**src/rtl/smpc_pad_scan_if.sv**
```systemverilog
// SMPC-side control, pin and result bundle for the pad scanner.
interface smpc_pad_scan_if;
  logic        START;
  logic [1:0]  PORT_EN;
  logic [1:0]  DIRECT;
  logic [6:0]  PDR1;
  logic [6:0]  PDR2;
  logic [6:0]  DDR1;
  logic [6:0]  DDR2;
  logic [6:0]  P1I;
  logic [6:0]  P2I;
  logic [6:0]  P1O;
  logic [6:0]  P2O;
  logic [6:0]  P1OE;
  logic [6:0]  P2OE;
  logic        BUSY;
  logic        DONE;
  logic [15:0] PAD1;
  logic [15:0] PAD2;
  logic [1:0]  PRESENT;

  modport master (
    output START, PORT_EN, DIRECT, PDR1, PDR2, DDR1, DDR2, P1I, P2I,
    input  P1O, P2O, P1OE, P2OE, BUSY, DONE, PAD1, PAD2, PRESENT
  );

  modport slave (
    input  START, PORT_EN, DIRECT, PDR1, PDR2, DDR1, DDR2, P1I, P2I,
    output P1O, P2O, P1OE, P2OE, BUSY, DONE, PAD1, PAD2, PRESENT
  );
endinterface

```
**src/rtl/smpc_pad_scan.sv**
```systemverilog
// Saturn pad scanner: drives TH/TR through 4 phases per port, builds active-low words; SMPC_PAD_ID_CHECK_EN adds the ID check.
// Latency: START to DONE = 4*N*(SETTLE+2)+1 CE ticks, N = eligible ports.
// Backpressure: none; START while BUSY is dropped, results held until the next DONE.
module smpc_pad_scan #(
  parameter int unsigned SETTLE = 8
) (
  input logic            CLK,
  input logic            RST_N,
  input logic            CE,
  smpc_pad_scan_if.slave bus
);

  typedef enum logic [2:0] {
    ST_IDLE,
    ST_DRIVE,
    ST_SETTLE,
    ST_SAMPLE,
    ST_FINISH
  } state_t;

  localparam logic [7:0] SETTLE_LOAD = 8'(SETTLE - 1);

  state_t      state;
  logic        port_sel;
  logic [1:0]  phase;
  logic [7:0]  settle_cnt;
  logic [1:0]  elig;
  logic [1:0]  aborted;
  logic [1:0]  thtr1;
  logic [1:0]  thtr2;
  logic [15:0] shadow1;
  logic [15:0] shadow2;
  logic [15:0] pad1_q;
  logic [15:0] pad2_q;
  logic [1:0]  present_q;
  logic        busy_q;
  logic        done_q;

  logic [1:0]  elig_now;
  logic [1:0]  id_ok;
  logic [1:0]  keep;
  logic        unused_pins;

  assign elig_now = bus.PORT_EN & ~bus.DIRECT;

`ifdef SMPC_PAD_ID_CHECK_EN
  assign id_ok = {shadow2[2:0] == 3'b100, shadow1[2:0] == 3'b100};
`else
  assign id_ok = 2'b11;
`endif

  // A port that went to direct mode at any point of the scan reports nothing.
  assign keep = elig & ~(aborted | bus.DIRECT) & id_ok;

  always_ff @(posedge CLK or negedge RST_N) begin
    if (!RST_N) begin
      state      <= ST_IDLE;
      port_sel   <= 1'b0;
      phase      <= 2'd0;
      settle_cnt <= 8'd0;
      elig       <= 2'b00;
      aborted    <= 2'b00;
      thtr1      <= 2'b11;
      thtr2      <= 2'b11;
      shadow1    <= 16'hFFFF;
      shadow2    <= 16'hFFFF;
      pad1_q     <= 16'hFFFF;
      pad2_q     <= 16'hFFFF;
      present_q  <= 2'b00;
      busy_q     <= 1'b0;
      done_q     <= 1'b0;
    end else if (CE) begin
      done_q <= 1'b0;
      if (state != ST_IDLE) begin
        aborted <= aborted | bus.DIRECT;
      end
      case (state)
        ST_IDLE: begin
          // BUSY covers the DONE tick, so the tick after DONE only drops BUSY.
          if (busy_q) begin
            busy_q <= 1'b0;
          end else if (bus.START) begin
            busy_q   <= 1'b1;
            elig     <= elig_now;
            aborted  <= 2'b00;
            shadow1  <= 16'hFFFF;
            shadow2  <= 16'hFFFF;
            phase    <= 2'd0;
            port_sel <= ~elig_now[0];
            state    <= (elig_now == 2'b00) ? ST_FINISH : ST_DRIVE;
          end
        end
        ST_DRIVE: begin
          if (port_sel) thtr2 <= phase;
          else          thtr1 <= phase;
          settle_cnt <= SETTLE_LOAD;
          state      <= ST_SETTLE;
        end
        ST_SETTLE: begin
          if (settle_cnt == 8'd0) state <= ST_SAMPLE;
          else                    settle_cnt <= settle_cnt - 8'd1;
        end
        ST_SAMPLE: begin
          // Phase 0 lands in [15:12], phase 3 in [3:0].
          if (port_sel) shadow2[{~phase, 2'b00} +: 4] <= bus.P2I[3:0];
          else          shadow1[{~phase, 2'b00} +: 4] <= bus.P1I[3:0];
          if (phase != 2'd3) begin
            phase <= phase + 2'd1;
            state <= ST_DRIVE;
          end else if (!port_sel && elig[1]) begin
            port_sel <= 1'b1;
            phase    <= 2'd0;
            state    <= ST_DRIVE;
          end else begin
            state <= ST_FINISH;
          end
        end
        ST_FINISH: begin
          pad1_q    <= keep[0] ? shadow1 : 16'hFFFF;
          pad2_q    <= keep[1] ? shadow2 : 16'hFFFF;
          present_q <= keep;
          done_q    <= 1'b1;
          state     <= ST_IDLE;
        end
        default: state <= ST_IDLE;
      endcase
    end
  end

  assign bus.P1O     = bus.DIRECT[0] ? bus.PDR1 : {thtr1, 5'b00000};
  assign bus.P2O     = bus.DIRECT[1] ? bus.PDR2 : {thtr2, 5'b00000};
  assign bus.P1OE    = bus.DIRECT[0] ? bus.DDR1 : 7'h60;
  assign bus.P2OE    = bus.DIRECT[1] ? bus.DDR2 : 7'h60;
  assign bus.BUSY    = busy_q;
  assign bus.DONE    = done_q;
  assign bus.PAD1    = pad1_q;
  assign bus.PAD2    = pad2_q;
  assign bus.PRESENT = present_q;

  assign unused_pins = ^{bus.P1I[6:4], bus.P2I[6:4]};

endmodule

```
**src/flat_wrapper.sv**
```systemverilog
// flat-port wrapper written by rule: the top's interface ports become plain ports
module smpc_pad_scan_flat 
#(
  parameter int unsigned SETTLE = 8
)
  (CLK, RST_N, CE, bus_START, bus_PORT_EN, bus_DIRECT, bus_PDR1, bus_PDR2, bus_DDR1, bus_DDR2, bus_P1I, bus_P2I, bus_P1O, bus_P2O, bus_P1OE, bus_P2OE, bus_BUSY, bus_DONE, bus_PAD1, bus_PAD2, bus_PRESENT);
  smpc_pad_scan_if bus_i ();
  input logic CLK;
  input logic RST_N;
  input logic CE;
  input wire logic [$bits(bus_i.START)-1:0] bus_START;
  input wire logic [$bits(bus_i.PORT_EN)-1:0] bus_PORT_EN;
  input wire logic [$bits(bus_i.DIRECT)-1:0] bus_DIRECT;
  input wire logic [$bits(bus_i.PDR1)-1:0] bus_PDR1;
  input wire logic [$bits(bus_i.PDR2)-1:0] bus_PDR2;
  input wire logic [$bits(bus_i.DDR1)-1:0] bus_DDR1;
  input wire logic [$bits(bus_i.DDR2)-1:0] bus_DDR2;
  input wire logic [$bits(bus_i.P1I)-1:0] bus_P1I;
  input wire logic [$bits(bus_i.P2I)-1:0] bus_P2I;
  output wire logic [$bits(bus_i.P1O)-1:0] bus_P1O;
  output wire logic [$bits(bus_i.P2O)-1:0] bus_P2O;
  output wire logic [$bits(bus_i.P1OE)-1:0] bus_P1OE;
  output wire logic [$bits(bus_i.P2OE)-1:0] bus_P2OE;
  output wire logic [$bits(bus_i.BUSY)-1:0] bus_BUSY;
  output wire logic [$bits(bus_i.DONE)-1:0] bus_DONE;
  output wire logic [$bits(bus_i.PAD1)-1:0] bus_PAD1;
  output wire logic [$bits(bus_i.PAD2)-1:0] bus_PAD2;
  output wire logic [$bits(bus_i.PRESENT)-1:0] bus_PRESENT;
  assign bus_i.START = bus_START;
  assign bus_i.PORT_EN = bus_PORT_EN;
  assign bus_i.DIRECT = bus_DIRECT;
  assign bus_i.PDR1 = bus_PDR1;
  assign bus_i.PDR2 = bus_PDR2;
  assign bus_i.DDR1 = bus_DDR1;
  assign bus_i.DDR2 = bus_DDR2;
  assign bus_i.P1I = bus_P1I;
  assign bus_i.P2I = bus_P2I;
  assign bus_P1O = bus_i.P1O;
  assign bus_P2O = bus_i.P2O;
  assign bus_P1OE = bus_i.P1OE;
  assign bus_P2OE = bus_i.P2OE;
  assign bus_BUSY = bus_i.BUSY;
  assign bus_DONE = bus_i.DONE;
  assign bus_PAD1 = bus_i.PAD1;
  assign bus_PAD2 = bus_i.PAD2;
  assign bus_PRESENT = bus_i.PRESENT;
  smpc_pad_scan #(.SETTLE(SETTLE)) u_core (.CLK(CLK), .RST_N(RST_N), .CE(CE), .bus(bus_i));
endmodule
```
**config.mk**
```make
export PLATFORM = sky130hd
export DESIGN_NAME = smpc_pad_scan_flat
export DESIGN_NICKNAME = d
export VERILOG_FILES = /design/src/rtl/smpc_pad_scan_if.sv /design/src/rtl/smpc_pad_scan.sv /design/src/flat_wrapper.sv
export SDC_FILE = /design/constraint.sdc
export NUM_CORES = 1
export LEC_CHECK = 0
export BUFFER_PORTS_ARGS = -buffer_cell sky130_fd_sc_hd__buf_2
export CAP_MARGIN = 20
export CELL_PAD_IN_SITES_DETAIL_PLACEMENT = 1
export CELL_PAD_IN_SITES_GLOBAL_PLACEMENT = 1
export CORE_ASPECT_RATIO = 1.5
export CORE_MARGIN = 1
export CORE_UTILIZATION = 41
export CTS_CLUSTER_SIZE = 10
export DETAILED_ROUTE_END_ITERATION = 8
export GPL_ROUTABILITY_DRIVEN = 0
export PLACE_DENSITY_LB_ADDON = 0.1
export SLEW_MARGIN = 20
export SYNTH_ARGS = -nofsm -noshare
export SYNTH_HDL_FRONTEND = slang
export SYNTH_SLANG_ARGS = --single-unit
```
**constraint.sdc**
```tcl
create_clock -name CLK -period 2.25 [get_ports CLK]
set_input_delay 0.3375 -clock CLK [delete_from_list [all_inputs] [get_ports CLK]]
set_output_delay 0.3375 -clock CLK [all_outputs]
set_load 0.05 [all_outputs]
```
==> metrics.txt <==
status=finished clean; M2 GR Usage=0.4113; Port Buffers=107; Nets=578; Crit Path Max Fanout=10; Post-synth EDFFs=0; H-tree depth=3; Sum Neg Setup Slack=0 ns; total track usage=0.2258; met1 usage=0.2516; I/O pin cnt=114; area delta synth->final=23.54%; die width=86.60 µm; minimum clock period=1.971 ns; Via density=5.318; maximum buffer depth of the clock tree=2; die area=0.01116 mm²; total of max-cap violations=0; GRT busiest layer=met2; DP HPWL=roughly 9000 µm; worst-path cell chain=inv_1 > ha_1 > and4b_1 > a21oi_1 > o21ai_0; clk slew on worst S/H paths=0.07 ns; Worst path top cell family by delay=flip-flops; unrepaired setup endpoints after global routing=no; Post-CTS Resized=0; largest net degree at the start of global routing=47; Setup crit end kind=register; Yosys reg bits=90; Fin. Hold Viols=0; Initial Util=0.4179; core area=0.01053 mm²; WP data arrival=between 2 and 2.5 ns; initial antenna violation count=0; vias in the first global route=3707; DRC Markers=0; CTS hold repair buffers=0; proportion of layout cells with a drive suffix above 1=0.4392; maximum clock frequency=507.3 MHz; commonest non-fill, non-tap cell in the layout=buf_2; Finished Layout Cells=670; most frequent cells in the layout=buf_2 (106), dfstp_2 (68), a21oi_1 (47); Clock Sink Count=90; Cell Rows=46; Antenna Nets Post-Route=0; crit path kind=register to register; sequential area share after synthesis=0.5310; Tcrit/Tclk final=0.8761; DR WL/cell=17.28 µm; pre-CTS WS=0.3480 ns; Root Buffer=clkbuf_16; Slew HR=0.6150; worst-margin pin slew=0.5722 ns; syn nets=between 400 and 500; Gate Count Post-Synth=roughly 410; synthesized cell area=0.004402 mm²; CTS tree=done; Slowest-stage cell, CP=dfrtp_1; Pwr Density=1023 mW/mm²; WL final=11580 µm; drt first pass iters=4; global-route wire length before repair=19160 µm; setup slack, reg-to-reg=between 0.2 and 0.3 ns; Worst EP required=approximately 2.5 ns; Synth async-reset ratio=1.000; Mean Syn Cell Area=10.66 µm²; Yosys cell types=a little over 50; worst vdd ir=0.4884 mV; CP bufs+invs=1; antenna fix cells=0; Leak=0.002356 µW; max incr delay on CP=0.55 ns; final setup violation count=0; Clock Latency Late Sink=0.34 ns; Iteration-0 DRC Markers=72; crit start category=register; met3 usage=0.03400; Hold Crit Class=primary input to async pin; setup ws final=0.2787 ns; vias=about 3600; total CTS buffers=9; Congestion Overflow GR=0; Top FF cell, synth=dfstp_2; clk_skew=0.009185 ns; chip height=128.9 µm; YS warnings=0; max-slew violation total from the final report=0; post-CTS setup buffer count=0; Inst Count DP=654
==> power by group <==
part | switching [µW] | leakage (µW) | internal [µW]
Combinational | 1020 | 0.00122 | 597
Sequential | 324 | 0.000990 | 2110
Clock | 642 | 0.000144 | 873
==> cells in the mapped netlist (4+ instances only) <==
cell type | n | area (µm²)
dfrtp_1 | 22 | 550.5
o22a_1 | 33 | 289.0
a21oi_1 | 47 | 235.2
nor2b_1 | 6 | 37.54
and2_1 | 21 | 131.4
buf_2 | 9 | 45.04
o21ai_0 | 20 | 100.1
mux2_2 | 8 | 90.09
buf_1 | 4 | 15.01
ha_1 | 7 | 87.58
nand3_1 | 6 | 30.03
inv_1 | 10 | 37.54
nor2_1 | 28 | 105.1
a2bb2oi_1 | 8 | 70.07
nand2b_1 | 10 | 62.56
nand2_1 | 44 | 165.2
dfstp_2 | 68 | 1787
clkbuf_1 | 11 | 41.29
==> registers in the layout (all words and copies together) (netlist names), 2 cells and up <==
| name | flops |
|---|---|
| u_core.aborted | 2 |
| u_core.bus.PAD1 | 16 |
| u_core.bus.PAD2 | 16 |
| u_core.bus.PRESENT | 2 |
| u_core.elig | 2 |
| u_core.phase | 2 |
| u_core.settle_cnt | 8 |
| u_core.shadow1 | 16 |
| u_core.shadow2 | 16 |
| u_core.state | 3 |
| u_core.thtr1 | 2 |
| u_core.thtr2 | 2 |
==> cell families after synthesis <==
group / after synthesis / synth area share
AO/OA/AOI/OAI: 131 / 0.2177
adder cells (fa/ha/maj): 7 / 0.01990
buffers and inverters: 35 / 0.03326
flip-flops: 90 / 0.5310
multiplexers: 11 / 0.02729
AND/OR/NAND/NOR: 139 / 0.1708
==> layout make-up <==
cell class	instances	area [µm²]
Fill cell	1223	5095
Sequential cell	90	2337
Multi-Input combinational cell	288	1918
Timing Repair Buffer	122	663.1
Clock buffer	10	229.0
Tap cell	144	180.2
Clock inverter	6	72.57
Inverter	10	37.54
==> worst register-to-register path: cells and delay by family (launching register included) <==
family / cells / cell delay, ns
DFF: 1 / 0.55
and+or+nand+nor: 1 / 0.43
adders and majority gates: 1 / 0.41
AOI/OAI and AO/OA: 2 / 0.33
buffers and inverters: 1 / 0.18
==> worst paths after layout <==
path                                  from                   to  cells after the start
min in group CLK                bus_P1I[0]    u_core.shadow1[0]                      3
max in group asynchronous            RST_N    u_core.shadow2[8]                      2
hold / removal                       RST_N  u_core.bus.PAD1[15]                      1
hold reg to reg            u_core.bus.DONE      u_core.bus.DONE                      1
setup / recovery           u_core.phase[0]   u_core.shadow1[10]                      5
setup reg to reg           u_core.phase[0]   u_core.shadow1[10]                      5
==> through the flow <==
| stage | util | area (µm²) | hold slack, ns | power, µW |
|---|---|---|---|---|
| final | 0.5163 | 5438 | 0.1747 | 5563 |
| after global routing | 0.5163 | 5438 | 0.2028 | 5906 |
| after CTS | 0.5163 | 5438 | 0.1791 | 5635 |
| after detailed placement | 0.4876 | 5136 | 0.4719 | 4088 |
| after global placement | 0.4876 | 5136 | 0.4647 | 4007 |
| after floorplan | - | 4402 | 0.04191 | 3540 |
==> per-layer routing <==
| metal | share of wire | routed length [µm] |
|---|---|---|
| met1 | 0.38 | 4436 |
| met3 | 0.025 | 291 |
| met2 | 0.55 | 6388 |
| met5 | 0 | 0 |
| met4 | 0.040 | 464 |
No activity file was read; power rests on OpenSTA's default activity.
